### config.mk
export PLATFORM = sky130hd
export DESIGN_NAME = instruction_loader
export DESIGN_NICKNAME = d
export VERILOG_FILES = /design/src/rtl/instruction_loader.sv
export SDC_FILE = /design/constraint.sdc
export NUM_CORES = 1
export LEC_CHECK = 0
export ABC_AREA = 1
export CAP_MARGIN = 15
export CORE_UTILIZATION = 44
export DETAILED_ROUTE_END_ITERATION = 8
export PLACE_DENSITY = 0.76
export SLEW_MARGIN = 15
export SYNTH_ARGS = -nofsm -noshare
export SYNTH_HDL_FRONTEND = slang
export SYNTH_SLANG_ARGS = --single-unit
### constraint.sdc
create_clock -name i_clk -period 1.4 [get_ports i_clk]
set_input_delay 0.28 -clock i_clk [delete_from_list [all_inputs] [get_ports i_clk]]
set_output_delay 0.28 -clock i_clk [all_outputs]
set_load 0.005 [all_outputs]
### src/rtl/instruction_loader.sv
`timescale 1ns/1ps
`default_nettype none
// ============================================================================
// Module      : instruction_loader
// Description : Assembles a little-endian byte stream into instruction words
//               and writes them to instruction memory until HALT is seen.
//               Optional RECV inactivity timeout under macro LOADER_TIMEOUT_EN.
// Revision    : 1.0 - initial release
// ============================================================================
module instruction_loader #(
  parameter int WORD_SIZE_IN_BYTES = 4,
  parameter int MEM_SIZE_IN_WORDS  = 64,
  parameter logic [WORD_SIZE_IN_BYTES*8-1:0] HALT_INSTRUCTION = 32'hFFFF_FFFF,
  parameter int TIMEOUT_CYCLES     = 1_000_000
) (
  input  logic                                   i_clk,
  input  logic                                   i_reset,
  input  logic                                   i_start,
  input  logic                                   i_byte_valid,
  input  logic [7:0]                             i_byte,
  output logic                                   o_byte_ready,
  input  logic                                   i_mem_full,
  output logic                                   o_clear,
  output logic                                   o_instruction_write,
  output logic [WORD_SIZE_IN_BYTES*8-1:0]        o_instruction,
  output logic                                   o_busy,
  output logic                                   o_done,
  output logic                                   o_error,
  output logic [$clog2(MEM_SIZE_IN_WORDS+1)-1:0] o_word_count
);

  localparam int c_WORD_W = WORD_SIZE_IN_BYTES * 8;
  localparam int c_CNT_W  = $clog2(MEM_SIZE_IN_WORDS + 1);
  localparam int c_BYTE_W = (WORD_SIZE_IN_BYTES > 1) ? $clog2(WORD_SIZE_IN_BYTES) : 1;
  localparam logic [c_BYTE_W-1:0] c_LAST_BYTE = c_BYTE_W'(WORD_SIZE_IN_BYTES - 1);
  localparam logic [c_CNT_W-1:0]  c_LAST_WORD = c_CNT_W'(MEM_SIZE_IN_WORDS - 1);

  typedef enum logic [2:0] {
    S_IDLE  = 3'd0,
    S_CLEAR = 3'd1,
    S_RECV  = 3'd2,
    S_WRITE = 3'd3,
    S_DONE  = 3'd4,
    S_ERROR = 3'd5
  } state_t;

  state_t                state_q, state_d;
  logic [c_WORD_W-1:0]   instr_q, instr_d;
  logic [c_CNT_W-1:0]    count_q, count_d;
  logic [c_BYTE_W-1:0]   byte_cnt_q, byte_cnt_d;
  logic                  w_accept;

`ifdef LOADER_TIMEOUT_EN
  localparam int c_TMO_W = $clog2(TIMEOUT_CYCLES + 1);
  localparam logic [c_TMO_W-1:0] c_TMO_LIMIT = c_TMO_W'(TIMEOUT_CYCLES);
  logic [c_TMO_W-1:0]    tmo_q, tmo_d;
`else
  // Timeout logic is absent; the parameter is only referenced at elaboration.
  if (TIMEOUT_CYCLES > 0) begin : g_no_timeout
  end
`endif

  always_ff @(posedge i_clk) begin
    if (!i_reset) begin
      state_q    <= S_IDLE;
      instr_q    <= '0;
      count_q    <= '0;
      byte_cnt_q <= '0;
`ifdef LOADER_TIMEOUT_EN
      tmo_q      <= '0;
`endif
    end else begin
      state_q    <= state_d;
      instr_q    <= instr_d;
      count_q    <= count_d;
      byte_cnt_q <= byte_cnt_d;
`ifdef LOADER_TIMEOUT_EN
      tmo_q      <= tmo_d;
`endif
    end
  end

  assign w_accept = (state_q == S_RECV) && i_byte_valid;

  always_comb begin
    state_d    = state_q;
    instr_d    = instr_q;
    count_d    = count_q;
    byte_cnt_d = byte_cnt_q;
`ifdef LOADER_TIMEOUT_EN
    // Held at zero outside RECV, so it restarts on every entry to RECV.
    tmo_d      = '0;
`endif
    case (state_q)
      S_IDLE, S_DONE, S_ERROR: begin
        if (i_start) begin
          state_d    = S_CLEAR;
          instr_d    = '0;
          count_d    = '0;
          byte_cnt_d = '0;
        end
      end
      S_CLEAR: begin
        state_d    = S_RECV;
        count_d    = '0;
        byte_cnt_d = '0;
      end
      S_RECV: begin
        if (w_accept) begin
          instr_d[int'(byte_cnt_q)*8 +: 8] = i_byte;
          if (byte_cnt_q == c_LAST_BYTE) begin
            state_d = S_WRITE;
          end else begin
            byte_cnt_d = byte_cnt_q + c_BYTE_W'(1);
          end
        end
`ifdef LOADER_TIMEOUT_EN
        else begin
          tmo_d = tmo_q + c_TMO_W'(1);
          if (tmo_d == c_TMO_LIMIT) begin
            state_d = S_ERROR;
          end
        end
`endif
      end
      S_WRITE: begin
        if (i_mem_full) begin
          state_d = S_ERROR;
        end else begin
          count_d = count_q + c_CNT_W'(1);
          // A non-HALT word filling the last slot leaves no room for HALT.
          if (instr_q == HALT_INSTRUCTION) begin
            state_d = S_DONE;
          end else if (count_q == c_LAST_WORD) begin
            state_d = S_ERROR;
          end else begin
            state_d    = S_RECV;
            byte_cnt_d = '0;
          end
        end
      end
      default: state_d = S_IDLE;
    endcase
  end

  assign o_byte_ready        = (state_q == S_RECV);
  assign o_clear             = (state_q == S_CLEAR);
  assign o_instruction_write = (state_q == S_WRITE) && !i_mem_full;
  assign o_instruction       = instr_q;
  assign o_word_count        = count_q;
  assign o_busy              = (state_q == S_CLEAR) || (state_q == S_RECV) || (state_q == S_WRITE);
  assign o_done              = (state_q == S_DONE);
  assign o_error             = (state_q == S_ERROR);

endmodule
`default_nettype wire

==> impl_metrics.tcl <==
set metrics [dict create \
    ios 58 \
    antenna_found_initial 0 \
    synth_flop_cell "dfxtp_1" \
    critPathMaxStageDelay_ns 0.39 \
    hold_viol_final 0 \
    path_class "reg2reg" \
    synth_seq_cells 44 \
    netSwitchingFraction_pct 45.0 \
    die-area_mm2 0.00541 \
    path_clk_slew_ns 0.09 \
    min_period_ns 1.72 \
    powerDensity_mw_per_mm2 2050 \
    reg2reg_slack_ns -0.32 \
    synthArstFlopShare_pct 0 \
    rsz0062_at_grt "yes" \
    violations "setup timing" \
    final_common_cell "buf_4" \
    htree_levels 2 \
    ys_seq_area_share_pct 39.1 \
    ir_drop_mv 1.16 \
    worstPathCellList "buf_6, inv_6, nor2_4, nand2_4, buf_4, buf_4, o21ai_2, o21ai_1, a21oi_1" \
    end_kind "register" \
    layout_setup_ws_ns -0.323 \
    fin_tns_setup_ns -9.62 \
    clock_latency_ns 0.30 \
    die_w_um 73.6 \
    n_antenna_cell 0 \
    grt_start_max_net_pins 17 \
    syn_avg_cell_area_um2 7.09 \
    synth.cell_area_mm2 0.00225 \
    grt_pass1_vias 2575 \
    fin_skew_ns 0.00817 \
    start_kind "register" \
    cts_buffer_depth 2 \
    combinationalPowerShare_pct 67.0 \
    timing.final.max_slew_violations 0 \
    grt-ovfl-total 0 \
    avgRoutedWirePerCell_um 16.8 \
    p_leak_nw 1.86 \
    path_max_fanout 5 \
    dr.first_iter.drc_count 313 \
    start_util_pct 46.8 \
    clock-sinks 44 \
    nets 475 \
    crit_top_cell "buf_4" \
    critPathRequiredTime_ns 1.63 \
    wl_mm 8.79 \
    synth_cell_types 32 \
    core_mm2 0.00482 \
    cp_slowest_cell "dfxtp_4" \
    synthesis.nets 336 \
    die_y_um 73.6 \
    cts_tree "built" \
    ant_nets 0 \
    drv_cap 0 \
    hold_slack_ns 0.452 \
    fin_crit_sh_pct 123 \
    met1_usage_pct 35.5 \
    placed_cell_area_mm2 0.00337 \
    design_area_mm2 0.00389 \
    synth-edff-count 0 \
    busiest_layer "met2" \
    cts_buffers 5 \
    final_cells 524 \
    crit_arrival_ns 1.95 \
    drc 0 \
    netlist_instances 318 \
    grt_pass1_wl_mm 11.7 \
    clock.fmax_ghz 0.580 \
    tightest_slew_ns 0.371 \
    grtUsageMet3_pct 6.17 \
    p_seq_share_pct 23.2 \
    outcome "finished, violations left" \
    power.share.clock_pct 9.8 \
    portBuffers 57 \
    num_rows 25 \
    slew_headroom_pct 75.3 \
    power.internal_w 0.00438 \
    hold_path_class "reg2reg" \
    hpwlAfterDp_mm 4.83 \
    grtUsageTotal_pct 28.3 \
    final_cell_mix "68 x buf_4, 51 x nand2_1, 46 x nor2_1" \
    drt-pass1-iter-count 5 \
    clockRootBuffer "clkbuf_8" \
    layout-drive-gt1-share_pct 45.1 \
    switching_power_w 0.00358 \
    grtUsageMet2_pct 48.2 \
    num_vias 2908 \
    vias_per_cell 5.55 \
    setup_violations 49 \
    area_growth_pct 72.6 \
    yosys_warnings 0 \
    n_fill_cell 325 \
    power_w 0.00797 \
    placed_cells 494 \
    hold_buffers 0 \
    place_congestion 0.919 \
]
## Yosys cell counts, drive strengths merged, types with 2 or more instances
| library cell | instances | area (µm²) |
|---|---|---|
| a21oi | 34 | 200 |
| buf | 4 | 25.0 |
| clkbuf | 2 | 7.51 |
| dfxtp | 44 | 881 |
| ha | 5 | 62.6 |
| inv | 38 | 143 |
| nand2 | 60 | 235 |
| nand3 | 14 | 82.6 |
| nor2 | 59 | 244 |
| nor3 | 10 | 55.1 |
| o211a | 8 | 80.1 |
| o211ai | 3 | 22.5 |
| o21ai | 29 | 156 |
| xor2 | 2 | 17.5 |
## timing repair
item,4_1_cts,5_1_grt
setup buffers,15,6
cloned,1,1
pin swaps,20,10
gates resized for setup,150,40
setup endpoints to repair,87,52
hold endpoints to repair,0,0
## final timing paths
path	end	cells past startpoint	startpoint
max	o_instruction[2]	9	state_q[1]
max reg2reg	o_instruction[2]	9	state_q[1]
min reg2reg	o_instruction[5]	2	o_instruction[5]
min	o_instruction[5]	2	o_instruction[5]
## state kept, by name, summed over array words and instances (netlist names)
| register | flops |
|---|---|
| state_q | 3 |
| o_word_count | 7 |
| o_instruction | 32 |
| byte_cnt_q | 2 |
## cell families (layout without fill, tap and decap cells)
group	after synthesis	count (layout)	synth area share, %
and+or+nand+nor	146	147	28.2
AOI/OAI and AO/OA	76	77	21.0
DFF	44	44	39.1
buffers and inverters	44	181	7.77
adders and majority gates	5	5	2.77
xor gates and xnor gates	3	3	1.17
## layer usage
metal  vias up  share of wire (%)
li1       1319                  -
met1      1357                 41
met2       196                 49
met3        36                7.5
met4         0                2.7
met5         -                  0
## stage by stage
step | setup WS [ns] | util, %
floorplan | -0.0506 | -
global placement | -0.335 | 69.9
detailed placement | -0.380 | 69.9
CTS | -0.174 | 77.4
global route | -0.333 | 80.8
finish | -0.323 | 80.8
## worst max-delay path, delay by kind of cell, from the launching register on
family,cells,cell delay (ns)
buffers and inverters,4,0.46
flip-flops,1,0.39
AO/OA/AOI/OAI,3,0.61
AND/OR/NAND/NOR,2,0.18
## area by class of cell
| type | count | area [µm²] | area share, % |
|---|---|---|---|
| clock inverters | 2 | 11.3 | 0.289 |
| repair buffers | 136 | 1190 | 30.5 |
| flip-flops and latches | 44 | 937 | 24.1 |
| clock buffers | 5 | 68.8 | 1.77 |
| well taps | 67 | 83.8 | 2.15 |
| inverters | 38 | 150 | 3.86 |
| multi-input cells | 232 | 1450 | 37.4 |
## power groups by stage
stage               registers [W]  clock network (W)  logic [W]
floorplan                 0.00184                  0    0.00218
global placement          0.00179                  0    0.00387
detailed placement        0.00180                  0    0.00398
CTS                       0.00183           0.000777    0.00453
global route              0.00188           0.000828    0.00565
finish                    0.00185           0.000778    0.00534
Note: power is estimated with default switching activity, not from simulation.
==> patch 1, RTL diff (same settings) <==
One comparison of `count_q` changes from == to >=.
--- a/src/rtl/instruction_loader.sv
+++ b/src/rtl/instruction_loader.sv
@@ -133,3 +133,3 @@
             state_d = S_DONE;
-          end else if (count_q == c_LAST_WORD) begin
+          end else if (count_q >= c_LAST_WORD) begin
             state_d = S_ERROR;
Formal check against the unedited RTL: same outputs for any inputs over 10 cycles, from zero or initial values and one cycle with i_reset low; that may be too few to reach the edited logic, so the function may still have changed.
==> patch 1 against the unedited design <==
  * The flow still finishes with violations (setup timing)
  * Routed wire length fell by 6.7%
  * Sequential share of layout area is 1.0 points lower
  * Total power is 2.7% higher
  * Final area rose by 5.3%
  * Combinational power hardly changed
  * Sequential cell count stayed put
  * First-iteration DRC count down 42%
  * Setup slack better by 0.11 ns
  * Area after synthesis increased by 3.2%
  * Critical endpoint is now byte_cnt_q[1]
==> patch 1: results (changes against the unedited design) <==
| Metric | Value |
|---|---|
| Top cell family by delay on the critical path | `simple AND/OR/NAND/NOR gates (was compound AO/OA/AOI/OAI gates)` |
| Setup Fix Bufs, Post-CTS | `23 (was 15)` |
| Worst Setup SP | `state_q[0] (was state_q[1])` |
| Hold_sp | `o_instruction[3] (was o_instruction[5])` |
| First-pass GRT wire length | `11.9 mm (was 11.7 mm)` |
| Top cells by area, synth | `dfxtp_1 38%, nand2_1 14%, nor2_1 14%, o21ai_0 6.2%, inv_1 4.8% (was dfxtp_1 39%, nand2_1 9.3%, nor2_1 9.0%, a21oi_1 6.7%, inv_1 5.5%)` |
| Routed length on met1 | `3.34 mm (was 3.59 mm)` |
| Metal2 WL | `4.16 mm (was 4.30 mm)` |
| Pre-CTS setup slack | `-0.358 ns (was -0.380 ns)` |
| Pin count of the biggest net entering global routing | `18 (was 17)` |
| P_leak | `0.00198 uW (was 0.00186 uW)` |
| Arrival time of the worst setup path | `1.85 ns (was 1.95 ns)` |
| Iter 0 DRT Violations | `182 (was 313)` |
| Worst setup endpoint | `byte_cnt_q[1] (was o_instruction[2])` |
| Most common library cells after synthesis | `89 x nand2_1, 89 x nor2_1, 44 x dfxtp_1, 30 x inv_1, 29 x o21ai_0 (was 56 x nand2_1, 54 x nor2_1, 44 x dfxtp_1, 33 x inv_1, 30 x a21oi_1)` |
| Final WL | `8.20 mm (was 8.79 mm)` |
| Post-synthesis sequential area ratio | `0.378 (was 0.391)` |
| Vias in the first global route | `2744 (was 2575)` |
| Routability Congestion | `0.900 (was 0.919)` |
| Post-synth net total | `377 (was 336)` |
| Non-Filler Instances | `569 (was 524)` |
| Cell variety after synth | `30 (was 32)` |
| Share of cells above drive strength 1 | `0.431 (was 0.451)` |
| VDD IR-drop max | `1.24 mV (was 1.16 mV)` |
| Placed wire-length estimate | `5.02 mm (was 4.83 mm)` |
| Syn Inst Count | `359 (was 318)` |
| Hold EP | `o_instruction[3] (was o_instruction[5])` |
| Status | `complete, but fails checks (unchanged)` |
| Met3 wire len | `475 um (was 660 um)` |
| Vias per cell | `5.30 (was 5.55)` |
| Met2 GRT Util | `0.486 (was 0.482)` |
| Dpl cell area | `0.00344 sq mm (was 0.00337 sq mm)` |
| Final Setup Violations | `49 (unchanged)` |
| Slew headroom | `0.741 (was 0.753)` |
| Failing checks | `setup timing (unchanged)` |
| Worst setup margin | `-0.211 ns (was -0.323 ns)` |
| Global-route usage over all layers | `0.280 (was 0.283)` |
patch 1: changes by cell type in the layout (fill, tap and decap cells not counted), sizes merged, moves of 5 or more:
cell and delta:
nor2 +35, o211a -8, a21oi -15, nand2 +29, dlygate4sd2 -5, dlymetal6s2s +5
inv -7
patch 1: report_power, final:
group          leakage, uW  internal [uW]  total, uW  switching, uW
combinational      0.00155           2520       5360           2850
clock            0.0000552            530        981            451
sequential        0.000379           1600       1840            244
total              0.00198           4640       8180           3540
patch 1: cells by family after synthesis:
group | Yosys count | share of synthesized area
fa+ha+maj | 5 | 0.0269
buf+inv | 41 | 0.0753
compound gates | 53 | 0.126
flops | 44 | 0.378
xor+xnor | 3 | 0.0113
simple gates | 213 | 0.382
patch 1: layout make-up:
class | count | area [sq um]
fillers | 341 | 1010
repair buffers | 137 | 1200
clock inverters | 2 | 35.0
multi-input cells | 278 | 1620
flip-flops and latches | 44 | 946
well taps | 70 | 87.6
inverters | 32 | 133
clock buffers | 6 | 72.6
==> patch 2, RTL diff (config.mk and constraints unchanged) <==
Made on the original files. The option `LOADER_TIMEOUT_EN` is turned on by a define.
--- a/src/rtl/instruction_loader.sv
+++ b/src/rtl/instruction_loader.sv
@@ -9,2 +9,4 @@
 // ============================================================================
+`define LOADER_TIMEOUT_EN
+
 module instruction_loader #(
Function: same outputs for any inputs over 10 cycles, from zero or initial values and one cycle with i_reset low; that may be too few to reach the edited logic, so the function may still have changed.
==> patch 2 against the unedited design <==
  * The flow now stops in global routing (5_1_grt)
  * Area after synthesis rose by 48%
==> patch 2: results (changes against the unedited design) <==
| Metric | Value |
|---|---|
| Last stage | `global routing (5_1_grt)` |
| Global-route usage over all layers | `0.756` |
| Pin count of the biggest net entering global routing | `29` |
| Classification of the worst endpoint | `register input` |
| Status | `aborted with a tool error (was complete, but fails checks)` |
| Most common library cells after synthesis | `92 x nand2_1, 82 x nor2_1, 70 x inv_1, 64 x dfxtp_1, 31 x a21oi_1 (was 56 x nand2_1, 54 x nor2_1, 44 x dfxtp_1, 33 x inv_1, 30 x a21oi_1)` |
| Clk root buf | `clkbuf_8 (unchanged)` |
| Cell variety after synth | `32 (unchanged)` |
| Fraction of registers with async set/reset | `0 (unchanged)` |
| Syn Inst Count | `491 (was 318)` |
| Clk buf depth | `2 (unchanged)` |
| Grt ovf | `1` |
| Post-synthesis sequential area ratio | `0.383 (was 0.391)` |
| Worst setup endpoint GRT | `state_q[1]$_SDFFE_PN0P_/D` |
| H-tree depth | `3 (was 2)` |
| #FFs+latches synth | `64 (was 44)` |
| Num CTS Buffers | `9 (was 5)` |
| Top cells by area, synth | `dfxtp_1 38%, nand2_1 10%, nor2_1 9.2%, inv_1 7.9%, a21oi_1 4.6% (was dfxtp_1 39%, nand2_1 9.3%, nor2_1 9.0%, a21oi_1 6.7%, inv_1 5.5%)` |
| Tool Error | `[ERROR GRT-0232] Routing congestion too high. Check the congestion heatmap in the GUI.` |
| Post-Place Cells | `746 (was 494)` |
| Post-synth net total | `511 (was 336)` |
| Synth warn | `0 (unchanged)` |
| Port bufs | `57 (unchanged)` |
| Placed wire-length estimate | `7.59 mm (was 4.83 mm)` |
| Routability Congestion | `0.836 (was 0.919)` |
[patch 2: cell types whose count changed after synthesis, sizes merged, moves of 4 or more]
cell    delta
nor2      +32
o31ai      +4
inv       +38
dfxtp     +20
nand3      +7
nand2     +36
nor4       +4
a211oi     +4
nand4     +15
[patch 2: per-layer routing]
metal | overflow | GRT usage
met5 | 0 | 0.331
met4 | 0 | 0.711
met3 | 0 | 0.677
met2 | 1 | 0.864
met1 | 0 | 0.771
[patch 2: through the flow]
| step | worst slack, ns | TNS [ns] | util | hold WS (ns) | instance area, sq um |
|---|---|---|---|---|---|
| after floorplan | -0.183 | -2.59 | - | 0.412 | 3470 |
| after CTS | -0.303 | -8.31 | 0.819 | 0.476 | 5970 |
| after detailed placement | -0.426 | -15.50 | 0.677 | 0.449 | 4940 |
| after global placement | -0.325 | -12.41 | 0.677 | 0.441 | 4940 |
[patch 2: cell families after synthesis]
kind of cell,share of synthesized area
xor gates and xnor gates,0.00786
and+or+nand+nor,0.320
DFF,0.383
adders and majority gates,0.0262
buffers and inverters,0.100
AOI/OAI and AO/OA,0.162
[patch 2: repair_timing]
item,in CTS
buffers inserted,29
cloned,7
setup endpoints to repair,98
hold endpoints to repair,0
pin swaps,35
resized for setup,244
